**src/rtl/uart_pkg.sv**
```systemverilog
// Shared UART receive definitions: FSM encoding, legal oversampling ratios,
// parity types and the per-frame configuration snapshot.
package uart_pkg;

  localparam int unsigned PRESCALE_W = 6;

  localparam logic [PRESCALE_W-1:0] PRESCALE_8  = 6'd8;
  localparam logic [PRESCALE_W-1:0] PRESCALE_16 = 6'd16;
  localparam logic [PRESCALE_W-1:0] PRESCALE_32 = 6'd32;

  localparam logic PAR_EVEN = 1'b0;
  localparam logic PAR_ODD  = 1'b1;

  typedef enum logic [2:0] {
    IDLE   = 3'd0,
    START  = 3'd1,
    DATA   = 3'd2,
    PARITY = 3'd3,
    STOP   = 3'd4
  } rx_state_e;

  typedef struct packed {
    logic [PRESCALE_W-1:0] prescale;
    logic                  par_en;
    logic                  par_typ;
  } rx_cfg_t;

  // Anything that is not 16 or 32 runs at 8x oversampling.
  function automatic logic [PRESCALE_W-1:0] norm_prescale(input logic [PRESCALE_W-1:0] p);
    logic [PRESCALE_W-1:0] r;
    r = PRESCALE_8;
    if (p == PRESCALE_16) r = PRESCALE_16;
    if (p == PRESCALE_32) r = PRESCALE_32;
    return r;
  endfunction

endpackage

```
**src/rtl/uart_rx_core_if.sv**
```systemverilog
// Serial line, frame configuration and received-frame result signals of the
// UART receiver; master drives the line, slave is the receiver.
interface uart_rx_core_if #(
  parameter int unsigned DATA_WIDTH = 8
);
  logic                  RX_IN;
  logic [5:0]            Prescale;
  logic                  PAR_EN;
  logic                  PAR_TYP;
  logic [DATA_WIDTH-1:0] P_DATA;
  logic                  data_valid;
  logic                  par_err;
  logic                  stp_err;

  modport master (
    output RX_IN, Prescale, PAR_EN, PAR_TYP,
    input  P_DATA, data_valid, par_err, stp_err
  );

  modport slave (
    input  RX_IN, Prescale, PAR_EN, PAR_TYP,
    output P_DATA, data_valid, par_err, stp_err
  );
endinterface

```
**src/rtl/rx_data_sampler.sv**
```systemverilog
// Per-bit edge counter and three-point majority-vote sampler around mid-bit.
module rx_data_sampler
  import uart_pkg::*;
(
  input  logic                  clk,
  input  logic                  rst,
  input  logic                  en_i,
  input  logic [PRESCALE_W-1:0] prescale_i,
  input  logic                  rx_i,
  output logic                  bit_c,
  output logic                  wrap_c
);

  logic [PRESCALE_W-1:0] edge_cnt_q;
  logic [PRESCALE_W-1:0] half_c;
  logic [2:0]            smp_q;

  assign half_c = prescale_i >> 1;
  assign wrap_c = (edge_cnt_q == prescale_i - PRESCALE_W'(1));
  assign bit_c  = (smp_q[0] & smp_q[1]) | (smp_q[0] & smp_q[2]) | (smp_q[1] & smp_q[2]);

  // Counter holds at 0 while idle so the first bit starts aligned to the start edge.
  always_ff @(posedge clk or negedge rst) begin
    if (!rst) begin
      edge_cnt_q <= '0;
      smp_q      <= '0;
    end else if (!en_i) begin
      edge_cnt_q <= '0;
    end else begin
      edge_cnt_q <= wrap_c ? '0 : edge_cnt_q + PRESCALE_W'(1);
      if (edge_cnt_q == half_c - PRESCALE_W'(1)) smp_q[0] <= rx_i;
      if (edge_cnt_q == half_c)                  smp_q[1] <= rx_i;
      if (edge_cnt_q == half_c + PRESCALE_W'(1)) smp_q[2] <= rx_i;
    end
  end

endmodule

```
**src/rtl/uart_rx_core.sv**
```systemverilog
// UART receiver: frame FSM, LSB-first deserializer, parity/stop checking and
// one-cycle result pulses; bit timing comes from rx_data_sampler.
module uart_rx_core
  import uart_pkg::*;
#(
  parameter int unsigned DATA_WIDTH = 8
) (
  input logic           clk,
  input logic           rst,
  uart_rx_core_if.slave bus
);

  localparam int unsigned CNT_W = (DATA_WIDTH > 1) ? $clog2(DATA_WIDTH) : 1;

  rx_state_e             state_q;
  rx_cfg_t               cfg_q;
  logic [CNT_W-1:0]      bit_cnt_q;
  logic [DATA_WIDTH-1:0] shift_q;
  logic [DATA_WIDTH-1:0] shift_d;
  logic [DATA_WIDTH-1:0] p_data_q;
  logic                  par_bad_q;
  logic                  data_valid_q;
  logic                  par_err_q;
  logic                  stp_err_q;
  logic                  par_exp_c;
  logic                  bit_c;
  logic                  wrap_c;

  rx_data_sampler u_sampler (
    .clk        (clk),
    .rst        (rst),
    .en_i       (state_q != IDLE),
    .prescale_i (cfg_q.prescale),
    .rx_i       (bus.RX_IN),
    .bit_c      (bit_c),
    .wrap_c     (wrap_c)
  );

  // New bits enter at the MSB so the first (LSB) bit ends up in bit 0.
  always_comb begin
    shift_d   = {bit_c, shift_q[DATA_WIDTH-1:1]};
    par_exp_c = ^shift_q;
    case (cfg_q.par_typ)
      PAR_EVEN: par_exp_c = ^shift_q;
      PAR_ODD:  par_exp_c = ~^shift_q;
      default:  par_exp_c = ^shift_q;
    endcase
  end

  always_ff @(posedge clk or negedge rst) begin
    if (!rst) begin
      state_q      <= IDLE;
      cfg_q        <= '{prescale: PRESCALE_8, par_en: 1'b0, par_typ: PAR_EVEN};
      bit_cnt_q    <= '0;
      shift_q      <= '0;
      p_data_q     <= '0;
      par_bad_q    <= 1'b0;
      data_valid_q <= 1'b0;
      par_err_q    <= 1'b0;
      stp_err_q    <= 1'b0;
    end else begin
      data_valid_q <= 1'b0;
      par_err_q    <= 1'b0;
      stp_err_q    <= 1'b0;
      case (state_q)
        IDLE: begin
          // Configuration is frozen here for the whole frame.
          if (!bus.RX_IN) begin
            state_q   <= START;
            cfg_q     <= '{prescale: norm_prescale(bus.Prescale),
                           par_en:   bus.PAR_EN,
                           par_typ:  bus.PAR_TYP};
            bit_cnt_q <= '0;
            par_bad_q <= 1'b0;
          end
        end
        START: begin
          if (wrap_c) state_q <= bit_c ? IDLE : DATA;
        end
        DATA: begin
          if (wrap_c) begin
            shift_q <= shift_d;
            if (bit_cnt_q == CNT_W'(DATA_WIDTH - 1)) begin
              bit_cnt_q <= '0;
              state_q   <= cfg_q.par_en ? PARITY : STOP;
            end else begin
              bit_cnt_q <= bit_cnt_q + CNT_W'(1);
            end
          end
        end
        PARITY: begin
          if (wrap_c) begin
            par_bad_q <= (bit_c != par_exp_c);
            state_q   <= STOP;
          end
        end
        STOP: begin
          // Either a clean frame or its error flags; P_DATA only moves on a clean frame.
          if (wrap_c) begin
            state_q <= IDLE;
            if (par_bad_q || !bit_c) begin
              par_err_q <= par_bad_q;
              stp_err_q <= ~bit_c;
            end else begin
              data_valid_q <= 1'b1;
              p_data_q     <= shift_q;
            end
          end
        end
        default: state_q <= IDLE;
      endcase
    end
  end

  assign bus.P_DATA     = p_data_q;
  assign bus.data_valid = data_valid_q;
  assign bus.par_err    = par_err_q;
  assign bus.stp_err    = stp_err_q;

endmodule

```
**src/flat_wrapper.sv**
```systemverilog
// flat-port wrapper written by rule: the top's interface ports become plain ports
module uart_rx_core_flat import uart_pkg::*;
#(
  parameter int unsigned DATA_WIDTH = 8
)
  (clk, rst, bus_RX_IN, bus_Prescale, bus_PAR_EN, bus_PAR_TYP, bus_P_DATA, bus_data_valid, bus_par_err, bus_stp_err);
  uart_rx_core_if #(.DATA_WIDTH(DATA_WIDTH)) bus_i ();
  input logic clk;
  input logic rst;
  input wire logic [$bits(bus_i.RX_IN)-1:0] bus_RX_IN;
  input wire logic [$bits(bus_i.Prescale)-1:0] bus_Prescale;
  input wire logic [$bits(bus_i.PAR_EN)-1:0] bus_PAR_EN;
  input wire logic [$bits(bus_i.PAR_TYP)-1:0] bus_PAR_TYP;
  output wire logic [$bits(bus_i.P_DATA)-1:0] bus_P_DATA;
  output wire logic [$bits(bus_i.data_valid)-1:0] bus_data_valid;
  output wire logic [$bits(bus_i.par_err)-1:0] bus_par_err;
  output wire logic [$bits(bus_i.stp_err)-1:0] bus_stp_err;
  assign bus_i.RX_IN = bus_RX_IN;
  assign bus_i.Prescale = bus_Prescale;
  assign bus_i.PAR_EN = bus_PAR_EN;
  assign bus_i.PAR_TYP = bus_PAR_TYP;
  assign bus_P_DATA = bus_i.P_DATA;
  assign bus_data_valid = bus_i.data_valid;
  assign bus_par_err = bus_i.par_err;
  assign bus_stp_err = bus_i.stp_err;
  uart_rx_core #(.DATA_WIDTH(DATA_WIDTH)) u_core (.clk(clk), .rst(rst), .bus(bus_i));
endmodule
```
**config.mk**
```make
export PLATFORM = sky130hd
export DESIGN_NAME = uart_rx_core_flat
export DESIGN_NICKNAME = d
export VERILOG_FILES = /design/src/rtl/uart_pkg.sv /design/src/rtl/uart_rx_core_if.sv /design/src/rtl/rx_data_sampler.sv /design/src/rtl/uart_rx_core.sv /design/src/flat_wrapper.sv
export SDC_FILE = /design/constraint.sdc
export NUM_CORES = 1
export LEC_CHECK = 0
export CORE_UTILIZATION = 40
export DETAILED_ROUTE_END_ITERATION = 16
export GPL_TIMING_DRIVEN = 0
export HOLD_SLACK_MARGIN = 0.05
export SETUP_SLACK_MARGIN = 0.3
export SYNTH_ARGS = -nofsm -noshare
export SYNTH_HDL_FRONTEND = slang
export SYNTH_HIERARCHICAL = 1
export SYNTH_SLANG_ARGS = --single-unit
```
**constraint.sdc**
```tcl
create_clock -name clk -period 5.7 [get_ports clk]
set_input_delay 0.57 -clock clk [delete_from_list [all_inputs] [get_ports clk]]
set_output_delay 0.57 -clock clk [all_outputs]
set_load 0.005 [all_outputs]
```
==> flow_summary_export.csv, run 1 <==
group,metric,value,unit
timing,fin_crit,2.91,ns
critical_path,endpoint_kind,"register",
power_and_ir_drop,p_per_area,352,nW/um^2
logic_synthesis,ys_ff_latch,40,
global_routing,antenna_found_initial,0,
logic_synthesis,ys_types,48,
timing,rsz0062_at_grt,"no",
drt,viasPerCell,4.75,
drt,vias,1514,
logic_synthesis,synthCells,207,
logic_synthesis,synthesis.area,2260,um^2
floorplan,die_h,77.2,um
drt,postRouteAntennaNets,0,
power_and_ir_drop,cellLeakagePower,1.24,nW
logic_synthesis,synth_top_family_by_area,"simple AND/OR/NAND/NOR gates",
drt,routed_wl,3990,um
timing,drv_slew,0,
min_path,min_path_type,"in2async",
logic_synthesis,synth_mux_area_frac,0.106,
clocking,cts_buffers,5,
clocking,ctsLongestPathBuffers,2,
critical_path,cp_max_fo,13,
timing,setup-tns-final,0,ns
critical_path,slowest_delay,0.71,ns
placement,routabilityCongestion,0.793,
logic_synthesis,ys_seq_area_frac,0.443,
logic_synthesis,syn_area_per_cell,10.9,um^2
finish,num-fill-cells,521,
floorplan,dieArea,5960,um^2
clocking,cts_tree,"done",
drt,drt-wirelength-per-cell,12.5,um
clocking,post_cts.repair.setup_buffers,0,
clocking,cts_root_buf,"clkbuf_8",
critical_path,critical-path-top-delay-family,"compound AO/OA/AOI/OAI gates",
drt,drtPass1Iterations,2,
floorplan,ios,22,
critical_path,start_kind,"register",
finish,utilization,0.492,
finish,final_nets,264,
logic_synthesis,synth_edf_count,0,
global_routing,grt_pass1_wl,7220,um
timing,setup_viol,0,
logic_synthesis,synth_fa_ha_area_frac,0.0432,
finish,num_antenna_cells,0,
floorplan,start_util,0.413,
clocking,cts_resized,0,
global_routing,grt_max_degree,30,
clocking,path_clk_slew,0.07,ns
drt,drtIter0Drc,37,
logic_synthesis,yosys.area_share.simple,0.168,
timing,slew_headroom,0.522,
critical_path,critical_path_arrival,3.09,ns
logic_synthesis,synth-xor-area-share,0.133,
finish,drive_gt1_frac,0.178,
global_routing,overflow,0,
critical_path,crit_chain,"buf_2 -> xnor2_1 -> a31oi_1 -> a2111oi_4 -> nor3b_2 -> buf_4 -> mux2_2",
placement,hpwl,3040,um
timing,worst_pin_slew,0.717,ns
flow_run,cap_violations,0,
power_and_ir_drop,p_total,0.948,mW
clocking,clock_sinks,40,
timing,fin_crit_sh,0.511,
global_routing,grt_pass1_vias,1620,
floorplan,coreArea,5470,um^2
clocking,htreeDepth,2,
logic_synthesis,async_flop_share,1.00,
critical_path,crit_type,"reg2reg",
logic_synthesis,ys_dominant_reg_cell,"dfrtp_1",
critical_path,slowest_stage,"a2111oi_4",
global_routing,gr-usage-all-layers,0.154,
clocking,worstSkewPairLatency,0.29,ns
critical_path,cp_num_buf_inv,2,
clocking,cts_hold_buf,0,
timing,fmax,344,MHz
timing,hold_viol_final,0,
power_and_ir_drop,max-vdd-ir-drop,168,uV
logic_synthesis,ys.warnings.count,6,
finish,syn_to_final_growth,19.2,%
floorplan,die_w,77.2,um
drt,drc,0,
floorplan,rows,27,
logic_synthesis,synth_compound_area_frac,0.0719,
placement,port_buffers,21,
outcome,run_status,"complete, no violations",
critical_path,required,5.88,ns
timing,fin_skew,0.00663,ns
## state kept, by name (all words and copies together), names as in the netlist, 3 cells and up
signal / flops
u_core/bus.P_DATA: 8
u_core/shift_q: 8
u_core/bit_cnt_q: 3
u_core/cfg_q: 5
u_core/u_sampler/edge_cnt_q: 6
u_core/state_q: 3
u_core/u_sampler/smp_q: 3
## per-stage QoR
stage	setup slack [ns]	hold slack, ns	instances	instance area (um^2)
floorplan	3.16	0.274	217	2300
global placement	2.79	0.462	310	2600
detailed placement	2.77	0.473	311	2610
CTS	2.77	0.158	319	2700
global route	2.61	0.166	319	2700
finish	2.79	0.152	319	2700
## synth_stat cells (all sizes together), types with 3 or more instances
| master | instances | share of area |
|---|---|---|
| a21oi | 3 | 0.0066 |
| buf | 7 | 0.022 |
| dfrtp | 39 | 0.43 |
| ha | 7 | 0.039 |
| inv | 4 | 0.0066 |
| mux2 | 21 | 0.11 |
| nand2 | 22 | 0.037 |
| nand2b | 4 | 0.011 |
| nand3 | 6 | 0.013 |
| nand3b | 3 | 0.017 |
| nor2 | 14 | 0.023 |
| nor3 | 6 | 0.013 |
| nor3b | 3 | 0.012 |
| o21ai | 5 | 0.011 |
| o31ai | 3 | 0.010 |
| xnor2 | 19 | 0.074 |
| xor2 | 12 | 0.050 |
## worst paths after layout
kind                                              from                          endpoint  slack (ns)  depth (start not counted)
setup / recovery           u_core/cfg_q[6]$_DFFE_PN0P_     u_core/shift_q[3]$_DFFE_PN0P_        2.79                          7
hold / removal                                     rst  u_core/bus.P_DATA[2]$_DFFE_PN0P_        0.15                          1
setup reg to reg           u_core/cfg_q[6]$_DFFE_PN0P_     u_core/shift_q[3]$_DFFE_PN0P_        2.79                          7
hold reg to reg            u_core/cfg_q[6]$_DFFE_PN0P_       u_core/cfg_q[6]$_DFFE_PN0P_        0.48                          2
max in group asynchronous                          rst       u_core/cfg_q[5]$_DFFE_PN1P_        5.04                          2
min in group clk           u_core/cfg_q[6]$_DFFE_PN0P_       u_core/cfg_q[6]$_DFFE_PN0P_        0.48                          2
## layout by cell type, fill, tap and decap left out, types with 2 or more instances in the layout
cell type and count:
o31ai_1 3, conb_1 11, o21ai_0 5, buf_6 2
nor3b_1 2, inv_1 4, a21oi_1 3, nor3_1 6
ha_1 7, mux2_2 20, dfrtp_1 39, clkdlybuf4s50_1 20
nor2b_1 2, xor2_1 11, nand4_1 2, nor2_1 14
nand2b_1 4, o22ai_1 2, nand3_1 6, nand2_1 22
clkbuf_8 5, xnor2_1 19, buf_2 5, clkbuf_1 4
and3_1 2
## routing by layer
metal / track usage / vias to the layer above / share of wire / wire length [um]
met5: 0 / - / 0 / 0
met4: 0.0604 / 0 / 0.015 / 60
met3: 0.0357 / 7 / 0.022 / 87
met2: 0.264 / 11 / 0.50 / 1990
met1: 0.186 / 717 / 0.46 / 1850
li1: - / 779 / - / -
## final cells by class
type	instances	area, um^2	share of cell area
tap	72	90.1	0.0334
clock buffer	7	76.3	0.0283
buffer	9	57.6	0.0214
multi-input combinational	164	1220	0.454
timing repair buffer	22	225	0.0836
sequential	40	1000	0.372
clock inverter	1	5.00	0.00186
inverter	4	15.0	0.00557
## cell families after synthesis
| logic type | count (synthesis) |
|---|---|
| buf+inv | 13 |
| mux | 21 |
| xor+xnor | 32 |
| compound gates | 21 |
| flops | 40 |
| fa+ha+maj | 8 |
| other cells | 1 |
| simple gates | 71 |
## power by group
group / switching [mW] / internal [mW]
combinational: 0.190 / 0.187
clock: 0.0913 / 0.0858
sequential: 0.0549 / 0.339
total: 0.336 / 0.612
No activity file was read; power rests on OpenSTA's default activity.
==> run 2, diff against run 1 <==
clock period = 2.5 ns   (was 5.7 ns; I/O delays follow)
==> run 2 against run 1 <==
Critical path type unchanged. Clock skew about the same. Global-route usage is 0.90 points higher. Sequential share of layout area shrank 2.7 points. Cell count increased by 3.1%. Setup slack worse by 2.6 ns. Largest cell class unchanged. Largest power group is now combinational cells. Combinational power rose to 2.6 times the previous value. Utilization increased by 3.9 points. Clock power up 130%. Power up 140%. Clock-buffer cell count is 2 lower. Sequential power is 130% higher.
==> flow_summary_export.csv, run 2 (same netlist as run 1, synthesis figures left out) <==
group,metric,value,unit
outcome,run_status,"complete, no violations",
critical_path,slowest_delay,0.59,ns
finish,syn_to_final_growth,28.7,%
placement,hpwl,3040,um
timing,fin_skew,0.00702,ns
drt,postRouteAntennaNets,0,
floorplan,die_h,77.2,um
timing,fmax,431,MHz
drt,viasPerCell,4.98,
drt,drtIter0Drc,54,
clocking,cts_tree,"done",
clocking,path_clk_slew,0.07,ns
finish,final_common_cell,"dfrtp_1",
floorplan,die_w,77.2,um
power_and_ir_drop,pwr-share-comb,0.430,
finish,utilization,0.532,
clocking,ctsLongestPathBuffers,2,
critical_path,required,2.67,ns
global_routing,gr-usage-all-layers,0.163,
clocking,cts_buffers,5,
power_and_ir_drop,switching_share,0.367,
global_routing,grt_max_degree,40,
power_and_ir_drop,cellLeakagePower,1.37,nW
floorplan,rows,27,
global_routing,overflow,0,
critical_path,crit_chain,"buf_6 -> and3_4 -> o22ai_4 -> a2111oi_4 -> buf_4 -> and3_4 -> nand3b_4 -> mux2_4",
placement,port_buffers,21,
clocking,worstSkewPairLatency,0.29,ns
finish,num_antenna_cells,0,
power_and_ir_drop,pwr-share-seq,0.393,
drt,routed_wl,4490,um
timing,worst_hold_slack,0.287,ns
critical_path,critical-path-top-delay-family,"flip-flops",
clocking,htreeDepth,2,
global_routing,antenna_found_initial,0,
timing,fin_crit_sh,0.928,
power_and_ir_drop,power_switching,0.846,mW
timing,rsz0062_at_grt,"yes",
drt,drtPass1Iterations,4,
global_routing,grt_pass1_wl,7620,um
power_and_ir_drop,internal-power,1.46,mW
finish,final_nets,275,
timing,setup_viol,0,
placement,dpl_cell_area,2670,um^2
critical_path,crit_top_cell,"and3_4",
floorplan,dieArea,5960,um^2
critical_path,critical_path_arrival,2.49,ns
timing,hold_viol_final,0,
critical_path,crit_type,"reg2reg",
timing,setup_ws,0.181,ns
critical_path,cp_num_buf_inv,2,
floorplan,start_util,0.413,
global_routing,grt_pass1_vias,1613,
floorplan,ios,22,
power_and_ir_drop,p_per_area,792,nW/um^2
critical_path,endpoint_kind,"register",
finish,layout_common_cells,"dfrtp_1 (39), clkdlybuf4s50_1 (20), nand2_1 (18), xnor2_1 (18), nor2_1 (13)",
power_and_ir_drop,max-vdd-ir-drop,418,uV
drt,vias,1638,
flow_run,cap_violations,0,
drt,drc,0,
timing,drv_slew,0,
clocking,cts_root_buf,"clkbuf_8",
critical_path,slowest_stage,"dfstp_2",
finish,drive_gt1_frac,0.257,
power_and_ir_drop,power_frac_clock,0.177,
drt,drt-wirelength-per-cell,13.6,um
clocking,clock_sinks,40,
timing,fin_crit,2.32,ns
critical_path,start_kind,"register",
finish,final_area,2910,um^2
placement,dp_slack,-0.295,ns
floorplan,coreArea,5470,um^2
min_path,min_path_type,"in2async",
critical_path,cp_max_fo,5,
placement,routabilityCongestion,0.787,
==> run 2: changes by cell type in the layout (fill, tap and decap cells not counted), sizes merged <==
cell / change
nand3b: +1
clkinvlp: +1
clkbuf: -2
buf: +9
dlygate4sd3: +1
==> run 2: through the flow <==
step	std cells	total power, mW	setup TNS (ns)
finish	329	2.30	0
detailed placement	311	1.83	-3.32
global placement	310	1.81	-3.63
global route	329	2.47	0
CTS	329	2.31	0
floorplan	217	1.63	0
==> run 2: per-layer routing <==
layer  GRT usage  routed length [um]  vias to the layer above
met5           0                   0                        -
met4      0.0396                  14                        0
met3      0.0321                 122                        2
met2       0.272                2160                       21
met1       0.216                2190                      810
li1            -                   -                      805
==> run 2: worst paths after layout <==
check                                             from                                to  slack (ns)  cells after the start
setup / recovery           u_core/cfg_q[5]$_DFFE_PN1P_  u_core/bus.P_DATA[5]$_DFFE_PN0P_        0.18                      8
hold / removal                                     rst   u_core/bus.data_valid$_DFF_PN0_        0.29                      2
setup reg to reg           u_core/cfg_q[5]$_DFFE_PN1P_  u_core/bus.P_DATA[5]$_DFFE_PN0P_        0.18                      8
hold reg to reg            u_core/cfg_q[6]$_DFFE_PN0P_       u_core/cfg_q[6]$_DFFE_PN0P_        0.49                      2
max in group asynchronous                          rst       u_core/cfg_q[5]$_DFFE_PN1P_        1.75                      3
min in group clk           u_core/cfg_q[6]$_DFFE_PN0P_       u_core/cfg_q[6]$_DFFE_PN0P_        0.49                      2
==> run 2: what timing repair did <==
| item | CTS | global route |
|---|---|---|
| cloned | 1 | 0 |
| resized for setup | 9 | 11 |
| pin swaps | 5 | 4 |
| endpoints found under the hold margin | 39 | 0 |
| setup endpoints to repair | 26 | 22 |
| hold buffers | 1 | 0 |
| setup buffers | 9 | 0 |
==> run 2: area by class of cell <==
cell class | instances | area, um^2
fillers | 549 | 2560
flip-flops and latches | 40 | 1000
multi-input cells | 165 | 1350
plain buffers | 9 | 61.3
clock buffers | 5 | 68.8
repair buffers | 32 | 314
clock inverters | 2 | 12.5
inverters | 4 | 15.0
well taps | 72 | 90.1
==> run 2: power groups by stage <==
| stage | logic [mW] | clock network [mW] | registers (mW) |
|---|---|---|---|
| after detailed placement | 0.908 | 0 | 0.918 |
| final | 0.990 | 0.408 | 0.906 |
| after global placement | 0.888 | 0 | 0.918 |
| after floorplan | 0.754 | 0 | 0.881 |
| after global routing | 1.10 | 0.446 | 0.928 |
| after CTS | 0.981 | 0.425 | 0.906 |
==> run 2: worst register-to-register path: cells and delay by family, from the launching register on <==
family          cells  cell delay, ns
buf+inv             2            0.31
compound gates      2            0.44
mux                 1            0.33
simple gates        3            0.54
flops               1            0.59
==> run 3, diff against run 2 <==
CORE_ASPECT_RATIO = 0.75   (was unset)
==> run 3 against run 2 <==
Global-route usage grew 0.19 points. Power shrank 0.49%. Clock power grew 2%. Worst hold slack gained 0.023 ns. Setup slack gained 0.036 ns. First-iteration DRC count grew 3.7%. Maximum frequency grew 1.6%. Highest routed layer unchanged. Non-clock buffer count shrank 2. Wire length shrank 5.6%. Via count shrank 1.7%. Critical endpoint is now u_core/shift_q[0]$_DFFE_PN0P_.
==> flow_summary_export.csv, run 3 (same netlist as run 1, synthesis figures left out) <==
group,metric,value,unit
power_and_ir_drop,p_per_area,798,nW/um^2
drt,drtIter0Drc,56,
drt,postRouteAntennaNets,0,
power_and_ir_drop,p_total,2.29,mW
clocking,htreeDepth,2,
timing,fmax,438,MHz
floorplan,dieArea,5960,um^2
finish,layout_common_cells,"dfrtp_1 (39), clkdlybuf4s50_1 (20), nand2_1 (19), xnor2_1 (18), mux2_2 (14)",
clocking,cts_buffers,5,
floorplan,start_util,0.420,
timing,setup_viol,0,
timing,rsz0062_at_grt,"yes",
finish,num-fill-cells,519,
finish,num_antenna_cells,0,
timing,drv_slew,0,
timing,fin_skew,0.00721,ns
power_and_ir_drop,max-vdd-ir-drop,358,uV
critical_path,slowest_stage,"dfstp_2",
clocking,path_clk_slew,0.08,ns
placement,routabilityCongestion,0.748,
drt,drc,0,
critical_path,start_kind,"register",
finish,utilization,0.534,
drt,drt-wirelength-per-cell,12.8,um
finish,final_nets,272,
placement,port_buffers,21,
drt,routed_wl,4240,um
floorplan,rows,23,
clocking,cts_root_buf,"clkbuf_8",
min_path,min_path_type,"in2async",
floorplan,die_h,67.1,um
clocking,ctsLongestPathBuffers,2,
global_routing,overflow,0,
clocking,cts_tree,"done",
clocking,clock_sinks,40,
clocking,worstSkewPairLatency,0.29,ns
critical_path,cp_num_buf_inv,2,
critical_path,slowest_delay,0.59,ns
timing,worst_hold_slack,0.310,ns
placement,hpwl,3030,um
critical_path,crit_type,"reg2reg",
critical_path,cp_max_fo,5,
global_routing,gr-usage-all-layers,0.165,
global_routing,grt_max_degree,36,
drt,vias,1610,
global_routing,grt_pass1_wl,7270,um
outcome,run_status,"complete, no violations",
global_routing,antenna_found_initial,0,
power_and_ir_drop,cellLeakagePower,1.35,nW
finish,syn_to_final_growth,27.1,%
global_routing,grt_pass1_vias,1525,
floorplan,die_w,88.8,um
drt,viasPerCell,4.88,
critical_path,endpoint_kind,"register",
critical_path,critical_path_arrival,2.47,ns
flow_run,cap_violations,0,
finish,final_common_cell,"dfrtp_1",
floorplan,coreArea,5380,um^2
finish,drive_gt1_frac,0.247,
floorplan,ios,22,
critical_path,critical-path-top-delay-family,"flip-flops",
drt,drtPass1Iterations,4,
timing,fin_crit_sh,0.913,
timing,fin_crit,2.28,ns
critical_path,required,2.68,ns
critical_path,crit_chain,"buf_6 -> and3_4 -> o22ai_4 -> a2111oi_4 -> nor3b_4 -> buf_4 -> mux2_2",
timing,hold_viol_final,0,
[run 3: per-stage QoR]
stage                     TNS (ns)  worst slack (ns)  cells  cell area (um^2)
after floorplan                  0            0.0812    217              2360
after CTS                        0             0.156    329              2840
after detailed placement     -3.46            -0.286    314              2680
final                            0             0.217    330              2870
after global placement       -3.70            -0.312    313              2660
after global routing             0             0.118    330              2870
[run 3: layer usage]
layer | track usage | part of all wire
met3 | 0.0421 | 0.039
met2 | 0.227 | 0.39
met1 | 0.250 | 0.55
met5 | 0 | 0
met4 | 0.0484 | 0.012
[run 3: path summary, 6_finish.rpt]
path,slack (ns),endpoint,depth (start not counted),startpoint
setup / recovery,0.22,u_core/shift_q[0]$_DFFE_PN0P_,7,u_core/cfg_q[5]$_DFFE_PN1P_
hold / removal,0.31,u_core/bus.data_valid$_DFF_PN0_,2,rst
setup reg to reg,0.22,u_core/shift_q[0]$_DFFE_PN0P_,7,u_core/cfg_q[5]$_DFFE_PN1P_
hold reg to reg,0.49,u_core/cfg_q[6]$_DFFE_PN0P_,2,u_core/cfg_q[6]$_DFFE_PN0P_
max in group asynchronous,1.71,u_core/cfg_q[5]$_DFFE_PN1P_,3,rst
min in group clk,0.49,u_core/cfg_q[6]$_DFFE_PN0P_,2,u_core/cfg_q[6]$_DFFE_PN0P_
[run 3: what timing repair did]
item	4_1_cts	5_1_grt
hold buffers	1	0
endpoints found under the setup margin	26	22
resized for setup	7	8
pin swaps	5	3
hold endpoints to repair	39	0
setup buffers	6	1
[run 3: report_power, final]
| group | switching [mW] | internal (mW) | total [mW] |
|---|---|---|---|
| sequential | 0.139 | 0.772 | 0.911 |
| clock | 0.221 | 0.194 | 0.416 |
| combinational | 0.472 | 0.494 | 0.966 |
[run 3: cell type report]
type	count	area [um^2]	area share
Clock inverter	3	18.8	0.00653
Inverter	4	15.0	0.00523
Timing Repair Buffer	30	295	0.103
Clock buffer	5	68.8	0.0240
Buffer	9	61.3	0.0213
Sequential cell	40	1000	0.349
Tap cell	75	93.8	0.0327
Multi-Input combinational cell	164	1320	0.459
